--- src/rtl/ps2_keyboard_rx_pkg.sv ---
// Shared constants for the PS/2 keyboard receiver and the key-event word layout.
// The processor-side software header mirrors these values.
package ps2_keyboard_rx_pkg;

    localparam logic [7:0] PREFIX_EXT = 8'hE0;
    localparam logic [7:0] PREFIX_BRK = 8'hF0;

    localparam int EVT_FLAG_BIT = 31;
    localparam int EVT_EXT_BIT  = 9;
    localparam int EVT_BRK_BIT  = 8;
    localparam int EVT_CODE_MSB = 7;
    localparam int EVT_CODE_LSB = 0;

    typedef enum logic [1:0] {
        ST_IDLE,
        ST_DATA,
        ST_PARITY,
        ST_STOP
    } frame_state_t;

    function automatic logic [31:0] make_event(input logic ext, input logic brk,
                                               input logic [7:0] code);
        logic [31:0] evt;
        evt = '0;
        evt[EVT_FLAG_BIT] = 1'b1;
        evt[EVT_EXT_BIT] = ext;
        evt[EVT_BRK_BIT] = brk;
        evt[EVT_CODE_MSB:EVT_CODE_LSB] = code;
        return evt;
    endfunction

endpackage

--- src/rtl/ps2_keyboard_rx_filter.sv ---
// PS/2 clock conditioning: 2-flop synchronizer, run-length debounce and a
// registered pulse on each accepted 1->0 transition of the filtered level.
module ps2_input_filter #(
    parameter int FILTER_LEN = 4
) (
    input  logic CLK,
    input  logic RESET,
    input  logic pin,
    output logic fall
);

    localparam int FLT_W = (FILTER_LEN > 1) ? $clog2(FILTER_LEN) : 1;

    logic             sync_p0;
    logic             sync_p1;
    logic             level;
    logic [FLT_W-1:0] run_cnt;

    always_ff @(posedge CLK) begin
        if (RESET) begin
            sync_p0 <= 1'b1;
            sync_p1 <= 1'b1;
            level   <= 1'b1;
            run_cnt <= '0;
            fall    <= 1'b0;
        end else begin
            sync_p0 <= pin;
            sync_p1 <= sync_p0;
            fall    <= 1'b0;
            // Level flips on the FILTER_LEN-th consecutive differing sample.
            if (sync_p1 == level) begin
                run_cnt <= '0;
            end else if (run_cnt == FLT_W'(FILTER_LEN - 1)) begin
                level   <= sync_p1;
                run_cnt <= '0;
                fall    <= level;
            end else begin
                run_cnt <= run_cnt + 1'b1;
            end
        end
    end

endmodule

--- src/rtl/ps2_keyboard_rx.sv ---
// Receive-only PS/2 keyboard deserializer; folds E0/F0 prefixes into a
// 32-bit key-event word and writes it to the keyboard register.
module ps2_keyboard_rx
    import ps2_keyboard_rx_pkg::*;
#(
    parameter int FILTER_LEN     = 4,
    parameter int TIMEOUT_CYCLES = 50000,
    parameter int CNT_W          = 16
) (
    input  logic        CLK,
    input  logic        RESET,
    input  logic        PS2_CLK,
    input  logic        PS2_DATA,
    input  logic        FLAG_IN,
    output logic [31:0] DATA_OUT,
    output logic        WE_TECLADO,
    output logic        FRAME_ERR,
    output logic        OVERRUN
);

    logic             clk_fall;
    logic             data_sync_p0;
    logic             data_sync_p1;
    frame_state_t     state;
    logic [2:0]       bit_cnt;
    logic [7:0]       shreg;
    logic             par;
    logic             ext;
    logic             brk;
    logic [CNT_W-1:0] tcnt;

    ps2_input_filter #(
        .FILTER_LEN(FILTER_LEN)
    ) u_clk_filter (
        .CLK  (CLK),
        .RESET(RESET),
        .pin  (PS2_CLK),
        .fall (clk_fall)
    );

    always_ff @(posedge CLK) begin
        if (RESET) begin
            data_sync_p0 <= 1'b1;
            data_sync_p1 <= 1'b1;
        end else begin
            data_sync_p0 <= PS2_DATA;
            data_sync_p1 <= data_sync_p0;
        end
    end

    always_ff @(posedge CLK) begin
        if (RESET) begin
            state      <= ST_IDLE;
            bit_cnt    <= '0;
            shreg      <= '0;
            par        <= 1'b0;
            ext        <= 1'b0;
            brk        <= 1'b0;
            tcnt       <= '0;
            DATA_OUT   <= '0;
            WE_TECLADO <= 1'b0;
            FRAME_ERR  <= 1'b0;
            OVERRUN    <= 1'b0;
        end else begin
            WE_TECLADO <= 1'b0;
            FRAME_ERR  <= 1'b0;
            OVERRUN    <= 1'b0;

            if (state == ST_IDLE || clk_fall) begin
                tcnt <= '0;
            end else begin
                tcnt <= tcnt + 1'b1;
            end

            // A stalled frame is dropped but prefixes already seen survive.
            if (state != ST_IDLE && !clk_fall && tcnt == CNT_W'(TIMEOUT_CYCLES - 1)) begin
                FRAME_ERR <= 1'b1;
                state     <= ST_IDLE;
            end else if (clk_fall) begin
                case (state)
                    ST_IDLE: begin
                        if (!data_sync_p1) begin
                            state   <= ST_DATA;
                            bit_cnt <= '0;
                        end
                    end
                    ST_DATA: begin
                        shreg   <= {data_sync_p1, shreg[7:1]};
                        bit_cnt <= bit_cnt + 1'b1;
                        if (bit_cnt == 3'd7) begin
                            state <= ST_PARITY;
                        end
                    end
                    ST_PARITY: begin
                        par   <= data_sync_p1;
                        state <= ST_STOP;
                    end
                    ST_STOP: begin
                        state <= ST_IDLE;
                        if (data_sync_p1 && (^{shreg, par})) begin
                            if (shreg == PREFIX_EXT) begin
                                ext <= 1'b1;
                            end else if (shreg == PREFIX_BRK) begin
                                brk <= 1'b1;
                            end else begin
                                DATA_OUT   <= make_event(ext, brk, shreg);
                                WE_TECLADO <= 1'b1;
                                OVERRUN    <= FLAG_IN;
                                ext        <= 1'b0;
                                brk        <= 1'b0;
                            end
                        end else begin
                            FRAME_ERR <= 1'b1;
                            ext       <= 1'b0;
                            brk       <= 1'b0;
                        end
                    end
                    default: state <= ST_IDLE;
                endcase
            end
        end
    end

endmodule

--- config.mk ---
export PLATFORM = sky130hd
export DESIGN_NAME = ps2_keyboard_rx
export DESIGN_NICKNAME = d
export VERILOG_FILES = /design/src/rtl/ps2_keyboard_rx_pkg.sv /design/src/rtl/ps2_keyboard_rx_filter.sv /design/src/rtl/ps2_keyboard_rx.sv
export SDC_FILE = /design/constraint.sdc
export NUM_CORES = 1
export LEC_CHECK = 0
export ABC_AREA = 1
export BUFFER_PORTS_ARGS = -buffer_cell sky130_fd_sc_hd__buf_2
export CELL_PAD_IN_SITES_DETAIL_PLACEMENT = 0
export CELL_PAD_IN_SITES_GLOBAL_PLACEMENT = 2
export CORE_MARGIN = 2
export CORE_UTILIZATION = 29
export CTS_CLUSTER_DIAMETER = 100
export CTS_CLUSTER_SIZE = 16
export DETAILED_ROUTE_END_ITERATION = 12
export PLACE_DENSITY = 0.8
export SLEW_MARGIN = 0
export SYNTH_ARGS = -nofsm -noshare
export SYNTH_HDL_FRONTEND = slang
export SYNTH_SLANG_ARGS = --single-unit
export TNS_END_PERCENT = 50
--- constraint.sdc ---
create_clock -name CLK -period 1.38 [get_ports CLK]
set_input_delay 0.276 -clock CLK [delete_from_list [all_inputs] [get_ports CLK]]
set_output_delay 0.276 -clock CLK [all_outputs]
set_load 0.02 [all_outputs]
# Word-level counts from Yosys, hierarchy flattened
# Cells that the tools add are included.
# word_totals
reg_bits,54
input_bits,5
output_inout_bits,35
# op_classes
add_sub_neg,3
n_eq_ne,13
mux,16
bitwise_logic,8
reduce_logical,23
# ops
op,count
"16-bit by 1-bit adder with 16-bit output, second input constant",1
"16-bit equality test, second input constant",1
"8-bit equality test, second input constant",2
4-bit AND reduction,3
1-bit 2-to-1 mux,11
3-bit AND reduction,3
9-bit XOR reduction,1
1-bit NOT,8
2-bit one-hot mux with 4 select lines,1
7-bit OR reduction,1
"2-bit equality test, second input constant",3
"2-bit inequality test, second input constant",3
3-bit one-hot mux with 2 select lines,1
6-bit AND reduction,1
3-bit OR reduction,2
6-bit OR reduction,1
2-bit 2-to-1 mux,2
2-bit nonzero test,2
2-bit OR reduction,2
"3-bit by 1-bit adder with 3-bit output, second input constant",1
"3-bit equality test, second input constant",1
1-bit logical AND,3
3-bit 2-to-1 mux,1
"3-bit inequality test, second input constant",1
7 further kinds,7

# Longest topological paths before layout
# Gate-level depths: netlist of run 1.
# depth
depth_word,6
ltp_mapped,14

# Hierarchy
# From an unflattened synthesis of run 1, not the netlist that was laid out.
# unflattened
hier_cells,335
area_unflattened_um2,2586.2
# modules_own_cells
mod,instances,cells_each,area_each_um2
ps2_keyboard_rx,1,312,2381.0
ps2_input_filter,1,23,205.2

# Worst setup path after synthesis of run 1
# No wires, ideal clock.
# synth_timing
path_kind,reg2reg
from,register tcnt[0]
to,register tcnt[14]
arrival_time_ns,1.329
t_required_ns,1.261
slack_ns,-0.069
path_stages_with_launch,11
path_buffers,0
synth_period_minus_slack_ns,1.449
path_cell_list,dfxtp_1 ha_1 nand2_1 inv_1 nand3_1 nor2_1 inv_1 nor2_1 nand4_1 o21ai_0 a21oi_1
# synth_between
elab_chain_cells,1
# synth_lines
element,line_no,source
start: declaration,ps2_keyboard_rx.sv:30,logic [CNT_W-1:0] tcnt;
start signal: assignment,ps2_keyboard_rx.sv:72,tcnt <= tcnt + 1'b1;
16-bit by 1-bit adder with 16-bit output,ps2_keyboard_rx.sv:72,
# No other way between the ends.
# A chain may end at the register's enable or synchronous reset.

# Worst setup path after layout of run 1
# layout_timing
from,register shreg[5]
to,register ext
# layout_between
elab_chain_cells,4
elab_cells_between_ends,8
cone_classes,3 x eq/ne; 2 x mux; 3 x reduce/logical
# layout_lines
element,line_no,source
start: declaration,ps2_keyboard_rx.sv:26,logic [7:0] shreg;
start signal: assignment,ps2_keyboard_rx.sv:88,"shreg <= {data_sync_p1, shreg[7:1]};"
9-bit XOR reduction,ps2_keyboard_rx.sv:100,"if (data_sync_p1 && (^{shreg, par})) begin"
1-bit logical AND,ps2_keyboard_rx.sv:100,
3-bit inequality test (no source line),n/a,
4-bit AND reduction (no source line),n/a,
end signal: assignment,ps2_keyboard_rx.sv:102,ext <= 1'b1;
end signal: assignment,ps2_keyboard_rx.sv:109,ext <= 1'b0;
end signal: assignment,ps2_keyboard_rx.sv:114,ext <= 1'b0;
end: declaration,ps2_keyboard_rx.sv:28,logic ext;
# Parallel ways exist; a longest one is shown, timed or not.

==> impl_metrics.toml, run 1 <==
[run_status]
status = "finished with violations"
violations = "setup timing"

[route]
route.top_layer_used = "met4"
routed_wl_um = 5644
route.antenna.remaining_nets = 0
vias = 2223
first_iter_violations = 61
wl_per_cell_um = 11.27
met3_length_um = 209
wl_met2_um = 2636
vias_per_cell = 4.437
drc = 0
dr.pass1.iters = 4
met1_length_um = 2721

[placed_design]
port_buffers = 18
hpwl_um = 3635
place_area_um2 = 2899
gp_congestion = 0.7340

[synth]
async_flop_share_pct = 0
ys_ff_latch = 54
syn_area_per_cell_um2 = 7.522
netlist_area_um2 = 2497
synth-edff-count = 0
ys_seq_area_share_pct = 43.29
ys.flop_type = "dfxtp_1"
netlist_instances = 332
ys_warn_count = 0
ys_types = 31

[floorplan]
pin_count = 40
die-area_um2 = 9370
dieHeight_um = 96.80
rows = 33
core_area_um2 = 8299
die_w_um = 96.80
initial_utilization_pct = 30.09

[layout]
n_antenna_cell = 0
syn_to_final_growth_pct = 35.67
final_area_um2 = 3388
layout.nets = 408
final_core_util_pct = 40.83
drive_gt1_share_pct = 41.67
layout_commonest_cell = "buf_4"
final_cell_mix = "43 x buf_4, 40 x dfxtp_1, 36 x nand2_1, 28 x inv_1, 28 x nor2_1"

[clocking]
clock-root-buffer = "clkbuf_8"
numCtsBuffers = 5
cts_sinks = 54
cts_tree = "yes"
htreeDepth = 2
cts_buffer_depth = 2
clk_pin_slew_ps = 100
clock_latency_ps = 310

[pwr]
power_leakage_nw = 1.420
clkPwrFrac_pct = 35.6
vdd.ir_drop.worst_uv = 418.4
swShare_pct = 25.13
power_switching_w = 0.0006485
internal_power_w = 0.001932
sequentialPowerShare_pct = 60.5
comb_power_share_pct = 3.9
finalPower_w = 0.002580
powerDensity_nw_per_um2 = 761.5

[sta]
min_period_over_period_pct = 109.9
post-route-min-period_ps = 1517
slew_violations = 0
fin_skew_ps = 5.605
max_freq_mhz = 659.3
rsz0062_at_grt = "yes"
hold_viol = 0
setup_viol_count_final = 21
setup_ws_ps = -136.8
finalSetupTns_ps = -1646

[setup_path]
start_kind = "register"
arrival_ps = 1730
path_max_fanout = 4
required_ps = 1590
crit_type = "register to register"
critPathCaptureType = "register"

[global_route]
antenna_found_initial = 0
grt_usage_pct = 11.68
grt_pass1_wl_um = 9121
grt_max_degree = 24
grt_overflow = 0
grt_pass1_vias = 2012

[flow_run]
drv_cap = 0

[min_path]
hp-class = "primary input to register"
-- worst paths after layout --
kind | from | to | slack [ps] | depth (start not counted)
worst min-delay path | PS2_DATA | data_sync_p0$_SDFF_PP1_ | 130 | 2
worst max-delay path | shreg[5]$_SDFFE_PP0P_ | ext$_SDFFE_PP0P_ | -140 | 11
worst max register to register | shreg[5]$_SDFFE_PP0P_ | ext$_SDFFE_PP0P_ | -140 | 11
worst min register to register | data_sync_p0$_SDFF_PP1_ | data_sync_p1$_SDFF_PP1_ | 430 | 1
-- repair_timing --
item,4_1_cts,5_1_grt
hold buffers,0,0
gates cloned,1,1
resized for setup,38,63
endpoints found under the setup margin,28,35
setup buffers,6,5
pin swaps,19,26
-- through the flow --
stage	std cells	hold WS, ps	setup slack [ps]
2_1_floorplan	352	379.8	-14.69
3_3_place_gp	481	392.0	-145.5
3_5_place_dp	481	399.6	-150.5
4_1_cts	496	120.9	-111.7
5_1_grt	501	124.4	-251.6
6_report	501	132.8	-136.8
-- state kept, by name (all words and copies together), names as in the netlist, 2 cells and up --
register / flops
u_clk_filter.run_cnt: 2
shreg: 8
tcnt: 16
state: 2
DATA_OUT: 11
bit_cnt: 3
-- critical path: stages, from the launching register on --
cell,delay [ps]
dfxtp_4,380
nor2_4,150
inv_2,50
nand2_2,80
nand2_2,60
nand3_2,80
nand3_2,100
nand2_4,120
buf_6,130
nand3_4,60
a21oi_1,180
nor2_2,40
-- layer usage --
metal,up-vias,GRT usage [%]
li1,1151,-
met1,1026,15.81
met2,38,18.59
met3,8,2.818
met4,0,3.250
met5,-,0
-- final cells by class --
class	instances	area, µm²
repair buffers	63	444.2
well taps	105	131.4
clock inverters	3	21.27
inverters	39	153.9
multi-input cells	231	1451
fillers	862	4911
flip-flops and latches	54	1111
repair inverters	1	6.256
clock buffers	5	68.82
-- power by group through the flow --
stage	Sequential (W)	Combinational [W]	Clock, W
4_1_cts	0.00156	0.0000998	0.000956
2_1_floorplan	0.00160	0.000128	0
3_3_place_gp	0.00160	0.0000986	0
6_report	0.00156	0.000102	0.000918
5_1_grt	0.00156	0.000113	0.00103
3_5_place_dp	0.00160	0.0000993	0
-- cells in the mapped netlist (2+ instances only) --
| cell type | instances | area share (%) |
|---|---|---|
| xor2_1 | 2 | 0.70 |
| ha_1 | 8 | 4.0 |
| nor2_1 | 44 | 6.6 |
| nand2_1 | 54 | 8.1 |
| inv_1 | 38 | 5.7 |
| nand3b_1 | 2 | 0.60 |
| or2_2 | 5 | 1.3 |
| nand3_1 | 21 | 4.2 |
| xnor2_1 | 3 | 1.1 |
| clkbuf_1 | 3 | 0.45 |
| nand2_2 | 2 | 0.50 |
| nor4_1 | 5 | 1.3 |
| dfxtp_1 | 54 | 43 |
| a21oi_1 | 26 | 5.2 |
| nand4_1 | 6 | 1.5 |
| nor3_1 | 3 | 0.60 |
| o21ai_0 | 19 | 3.8 |
| nor3b_1 | 2 | 0.60 |
| buf_4 | 22 | 6.6 |
| buf_6 | 2 | 0.90 |
-- logic make-up after synthesis --
family | share of synthesized area, %
XOR/XNOR | 1.754
other | 0.1502
flip-flops | 43.29
AND/OR/NAND/NOR | 26.35
buffers and inverters | 14.18
AO/OA/AOI/OAI | 10.27
adder cells (fa/ha/maj) | 4.008
No activity file was read; power rests on OpenSTA's default activity.
==> inputs of run 2 (changes only) <==
--- a/config.mk
+++ b/config.mk
@@ -6,16 +6,16 @@
 export NUM_CORES = 1
 export LEC_CHECK = 0
 export ABC_AREA = 1
-export BUFFER_PORTS_ARGS = -buffer_cell sky130_fd_sc_hd__buf_2
 export CELL_PAD_IN_SITES_DETAIL_PLACEMENT = 0
 export CELL_PAD_IN_SITES_GLOBAL_PLACEMENT = 2
 export CORE_MARGIN = 2
-export CORE_UTILIZATION = 29
+export CORE_UTILIZATION = 32
 export CTS_CLUSTER_DIAMETER = 100
 export CTS_CLUSTER_SIZE = 16
 export DETAILED_ROUTE_END_ITERATION = 12
-export PLACE_DENSITY = 0.8
-export SLEW_MARGIN = 0
+export DONT_BUFFER_PORTS = 1
+export PLACE_DENSITY = 0.79
+export SLEW_MARGIN = 10
 export SYNTH_ARGS = -nofsm -noshare
 export SYNTH_HDL_FRONTEND = slang
 export SYNTH_SLANG_ARGS = --single-unit
==> run 2 against run 1 <==
  * The flow still finishes with violations (setup timing)
  * Critical endpoint is now DATA_OUT[2]$_SDFFE_PP0P_
  * Largest power group unchanged
  * Die area is 9.0% lower
  * Via count is 4.4% lower
  * Hold slack worse by 100 ps
  * Power is 5.1% higher
  * Non-clock buffer count is 15 lower
  * Flip-flop and latch count stayed put
  * Critical path depth is 1 higher
  * Sequential share of layout area is 1.7 points higher
  * Clock-buffer cell count stayed put
==> impl_metrics.toml, run 2 (same netlist as run 1, synthesis figures left out) <==
[run_status]
violations = "setup timing"
status = "finished with violations"

[sta]
fin_skew_ps = 5.221
slew_violations = 0
post-route-min-period_ps = 1525
finalSetupTns_ps = -1662
setup_ws_ps = -145.4
setup_viol_count_final = 20
min_period_over_period_pct = 110.5
rsz0062_at_grt = "yes"
max_freq_mhz = 655.6
hold_viol = 0

[layout]
largest_reg_flops = 16
n_antenna_cell = 0
layout.nets = 392
max_flop_register = "tcnt"
regArea_um2 = 1115
drive_gt1_share_pct = 33.68
layout_commonest_cell = "nand2_1"
fillers = 788
final_cells = 482
multi_input_area_um2 = 1343
syn_to_final_growth_pct = 29.46
reg_top3 = "tcnt: 16 flops, DATA_OUT: 11 flops, shreg: 8 flops"
final_cell_mix = "47 x nand2_1, 45 x buf_4, 41 x dfxtp_1, 32 x inv_1, 28 x nor2_1"

[floorplan]
dieHeight_um = 92.34
initial_utilization_pct = 32.66
pin_count = 40
die_w_um = 92.34
die-area_um2 = 8527
core_area_um2 = 7647
rows = 32

[setup_path]
required_ps = 1590
cp_common_cell = "nand2_1"
path_max_fanout = 6
r2r_end = "DATA_OUT[2]$_SDFFE_PP0P_"
crit_path_max_incr_delay_ps = 380
reg2reg_slack_ps = -150
cp_slowest_cell = "dfxtp_4"
path_cells = "nor2_4 > inv_1 > nand2_2 > nand2_1 > nand3_2 > nand2_1 > nand2_1 > nand2_2 > buf_6 > and3_4 > nor2_1 > nor2_1"
arrival_ps = 1740
start_kind = "register"
r2r-start = "shreg[5]$_SDFFE_PP0P_"
critPathCaptureType = "register"
worstRegToRegCells = 12
crit_type = "register to register"

[placed_design]
dp_cells = 467
gp_congestion = 0.7835
port_buffers = 0
hpwl_um = 3763
pre_cts_ws_ps = -160.0

[clocking]
clock-root-buffer = "clkbuf_8"
clk_pin_slew_ps = 100
cts_hold_buf = 0
htreeDepth = 2
clock_latency_ps = 310
numCtsBuffers = 5
cts_sinks = 54
cts_tree = "yes"
cts_buffer_depth = 2

[global_route]
use_met1_pct = 15.23
grt_pass1_vias = 1924
globalRouteMet2Util_pct = 23.11
grt_use_met3_pct = 3.336
busiest_layer = "met2"
grt_pass1_wl_um = 8783
grt_overflow = 0
grt_usage_pct = 12.89
grt_max_degree = 20
antenna_found_initial = 1

[route]
vias = 2126
drc = 0
first_iter_violations = 64
vias_per_cell = 4.411
route.antenna.remaining_nets = 0
routed_wl_um = 5299
wl_per_cell_um = 10.99
dr.pass1.iters = 4

[min_path]
hold_start = "RESET"
holdPathEnd = "OVERRUN$_SDFF_PP0_"
hp-class = "primary input to register"
hold_path_depth = 1

[pwr]
powerDensity_nw_per_um2 = 838.4
power_leakage_nw = 1.341
vdd.ir_drop.worst_uv = 507.2

[flow_run]
drv_cap = 0
[run 2: cell types whose count changed in the layout (fill, tap and decap cells not counted), moves of 3 or more]
cell	change
nand2_2	-9
o21ai_0	+3
nor4_2	-3
buf_2	-18
nor4_1	+3
inv_1	+4
nand2_1	+11
dfxtp_2	-3
inv_2	-3
[run 2: how the worst max path moves through the flow]
stage,start,end,slack (ps)
2_1_floorplan,tcnt[0]$_SDFF_PP0_,tcnt[14]$_SDFF_PP0_,-10
3_3_place_gp,tcnt[2]$_SDFF_PP0_,tcnt[15]$_SDFF_PP0_,-170
3_5_place_dp,tcnt[2]$_SDFF_PP0_,tcnt[15]$_SDFF_PP0_,-160
4_1_cts,shreg[6]$_SDFFE_PP0P_,DATA_OUT[8]$_SDFFE_PP0P_,-130
5_1_grt,shreg[5]$_SDFFE_PP0P_,DATA_OUT[5]$_SDFFE_PP0P_,-270
6_report,shreg[5]$_SDFFE_PP0P_,DATA_OUT[2]$_SDFFE_PP0P_,-150
[run 2: where the power goes]
part	switching [W]	leakage (nW)	internal (W)	total, W
clock network	0.000523	0.0585	0.000544	0.00107
logic	0.0000761	0.838	0.0000154	0.0000915
registers	0.00000260	0.445	0.00155	0.00155
total	0.000602	1.34	0.00211	0.00271
[run 2: cell type report]
class | instances | area share [%]
well taps | 102 | 3.947
clock buffers | 5 | 2.128
multi-input cells | 231 | 41.52
inverters | 39 | 4.528
clock inverters | 3 | 1.354
flip-flops and latches | 54 | 34.48
repair buffers | 48 | 12.04
[run 2: critical path, delay by kind of cell (launching register included)]
family	cells	cell delay, ps
buf+inv	2	190
flops	1	380
simple gates	10	870
[run 2: stage by stage]
stage	power, W	hold WS (ps)	utilization (%)	instance area, µm²
2_1_floorplan	0.001730	379.8	-	2597
6_report	0.002711	29.34	42.28	3233
3_3_place_gp	0.001691	349.0	37.37	2858
4_1_cts	0.002778	12.48	40.28	3080
3_5_place_dp	0.001692	350.2	37.37	2858
5_1_grt	0.002835	2.883	42.28	3233
[run 2: what timing repair did]
item                                    CTS  global route
setup buffers                             2             4
endpoints found under the setup margin   27            30
pin swaps                                17            18
gates cloned                              1             0
gates resized for setup                  31            37
[run 2: routing by layer]
layer  routed length (µm)  vias to the layer above
met5                   13                        -
met2                 2717                       26
met3                  193                        7
li1                     -                     1123
met1                 2316                      968
met4                   57                        2
==> inputs of run 3 (changes only) <==
--- a/config.mk
+++ b/config.mk
@@ -8,12 +8,12 @@
 export ABC_AREA = 1
 export CELL_PAD_IN_SITES_DETAIL_PLACEMENT = 0
 export CELL_PAD_IN_SITES_GLOBAL_PLACEMENT = 2
-export CORE_MARGIN = 2
 export CORE_UTILIZATION = 32
 export CTS_CLUSTER_DIAMETER = 100
 export CTS_CLUSTER_SIZE = 16
 export DETAILED_ROUTE_END_ITERATION = 12
 export DONT_BUFFER_PORTS = 1
+export HOLD_SLACK_MARGIN = 0.12
 export PLACE_DENSITY = 0.79
 export SLEW_MARGIN = 10
 export SYNTH_ARGS = -nofsm -noshare
==> run 3 against run 2 <==
  * The flow still finishes with violations (setup timing)
  * Design area fell by 0.70%
  * Global-route usage rose by 0.70 points
  * Cell count rose by 0.21%
  * Setup slack improved by 30 ps
  * Combinational power rose by 9%
  * Sequential share of layout area fell by 0.11 points
  * Non-clock buffer count rose by 5
  * Via count rose by 0.85%
  * Die area fell by 4.3%
  * Core utilization rose by 1.1 points
  * Sequential power barely moved
  * Largest power group unchanged
==> impl_metrics.toml, run 3 (same netlist as run 1, synthesis figures left out) <==
[sta]
post-route-min-period_ps = 1495
hold_viol = 0
max_freq_mhz = 668.9
fin_hold_ws_ps = 127.2
fin_skew_ps = 8.872
rsz0062_at_grt = "yes"
setup_ws_ps = -114.9
slew_violations = 0
min_period_over_period_pct = 108.3
setup_viol_count_final = 20

[route]
first_iter_violations = 62
vias = 2144
vias_per_cell = 4.439
route.antenna.remaining_nets = 0
routed_wl_um = 5342
dr.pass1.iters = 4
drc = 0
wl_per_cell_um = 11.06

[setup_path]
crit_path_max_incr_delay_ps = 370
path_cells = "nand2_2 > inv_1 > nor2_2 > nand2_1 > nand3_2 > nand2_1 > nand2_1 > nand2_2 > buf_6 > and3_4 > nor2_2 > nor2_1"
cp_slowest_cell = "dfxtp_4"
r2r-start = "shreg[6]$_SDFFE_PP0P_"
cp_common_cell = "nand2_1"
reg2reg_slack_ps = -110
arrival_ps = 1680
crit_type = "register to register"
required_ps = 1570
crit_buf_inv = 2
r2r_end = "DATA_OUT[31]$_SDFFE_PP0P_"
start_kind = "register"
worstRegToRegCells = 12
path_max_fanout = 5
crit_family = "simple AND/OR/NAND/NOR gates"
critPathCaptureType = "register"

[pwr]
finalPower_w = 0.002526
power_leakage_nw = 1.317
vdd.ir_drop.worst_uv = 373.6
powerDensity_nw_per_um2 = 786.6

[clocking]
cts_tree = "yes"
clk_pin_slew_ps = 100
htreeDepth = 2
clock-root-buffer = "clkbuf_8"
numCtsBuffers = 5
clock_latency_ps = 310
cts_sinks = 54
cts_buffer_depth = 2

[placed_design]
dp_cells = 460
hpwl_um = 3670
gp_congestion = 0.7370
port_buffers = 0

[layout]
max_flop_register = "tcnt"
final_cell_mix = "50 x nand2_1, 44 x dfxtp_1, 44 x buf_4, 32 x inv_1, 32 x nor2_1"
final_cells = 483
reg_top3 = "tcnt: 16 flops, DATA_OUT: 11 flops, shreg: 8 flops"
drive_gt1_share_pct = 29.69
n_antenna_cell = 0
largest_reg_flops = 16
layout_commonest_cell = "nand2_1"
syn_to_final_growth_pct = 28.56
layout.nets = 397

[run_status]
violations = "setup timing"
status = "finished with violations"

[global_route]
grt_overflow = 0
antenna_found_initial = 1
grt_usage_pct = 13.59
grt_max_degree = 23
grt_pass1_vias = 1984
grt_pass1_wl_um = 8976

[min_path]
holdPathEnd = "OVERRUN$_SDFF_PP0_"
hold_start = "FLAG_IN"
hold_path_depth = 1
hp-class = "primary input to register"

[floorplan]
die_w_um = 90.34
initial_utilization_pct = 33.71
die-area_um2 = 8161
rows = 31
pin_count = 40
core_area_um2 = 7408
dieHeight_um = 90.34

[flow_run]
drv_cap = 0
## run 3: changes by cell type in the layout (fill, tap and decap cells not counted), moves of 3 or more
cell | before | now
nor2_1 | 28 | 32
dfxtp_1 | 41 | 44
nor2_2 | 13 | 9
nand2_1 | 47 | 50
dfxtp_4 | 7 | 4
dlygate4sd3_1 | 0 | 6
## run 3: how the worst max path moves through the flow
| stage | start | endpoint | slack [ps] | cells past startpoint |
|---|---|---|---|---|
| after floorplan | tcnt[0]$_SDFF_PP0_ | tcnt[14]$_SDFF_PP0_ | -10 | 10 |
| after global placement | shreg[1]$_SDFFE_PP0P_ | DATA_OUT[0]$_SDFFE_PP0P_ | -130 | 8 |
| final | shreg[6]$_SDFFE_PP0P_ | DATA_OUT[31]$_SDFFE_PP0P_ | -110 | 12 |
| after detailed placement | tcnt[0]$_SDFF_PP0_ | tcnt[15]$_SDFF_PP0_ | -140 | 9 |
| after CTS | shreg[6]$_SDFFE_PP0P_ | DATA_OUT[2]$_SDFFE_PP0P_ | -100 | 12 |
| after global routing | shreg[4]$_SDFFE_PP0P_ | DATA_OUT[0]$_SDFFE_PP0P_ | -270 | 14 |
## run 3: timing repair
item,4_1_cts,5_1_grt
gates resized for setup,34,21
endpoints found under the setup margin,28,28
endpoints found under the hold margin,13,10
hold buffers,5,1
gates cloned,1,0
pin swaps,18,9
buffers inserted,6,3
## run 3: layout make-up
cell class / instances / area [µm²]
Clock inverter: 1 / 7.507
Tap cell: 99 / 123.9
Sequential cell: 54 / 1104
Timing Repair Buffer: 53 / 441.7
Inverter: 39 / 146.4
Fill cell: 761 / 4198
Clock buffer: 6 / 72.57
Multi-Input combinational cell: 231 / 1315
## run 3: report_power, final
group | switching (W) | internal [W]
Sequential | 0.00000518 | 0.00156
Clock | 0.000515 | 0.000350
Combinational | 0.0000782 | 0.0000221
Total | 0.000599 | 0.00193
## run 3: metrics by stage
step,utilization (%),worst slack (ps),instance area [µm²],TNS [ps]
after CTS,41.85,-104.3,3100,-1366
after global placement,38.12,-129.0,2824,-1932
after global routing,43.34,-270.8,3211,-5041
after floorplan,-,-14.69,2597,-21.52
final,43.34,-114.9,3211,-1364
after detailed placement,38.12,-138.4,2824,-2287
## run 3: routing by layer
layer	GRT usage, %	vias up	part of all wire [%]
met3	4.040	4	4.3
li1	-	1127	-
met1	16.57	977	47
met2	23.60	34	48
met5	0	-	0.19
met4	2.823	2	0.60
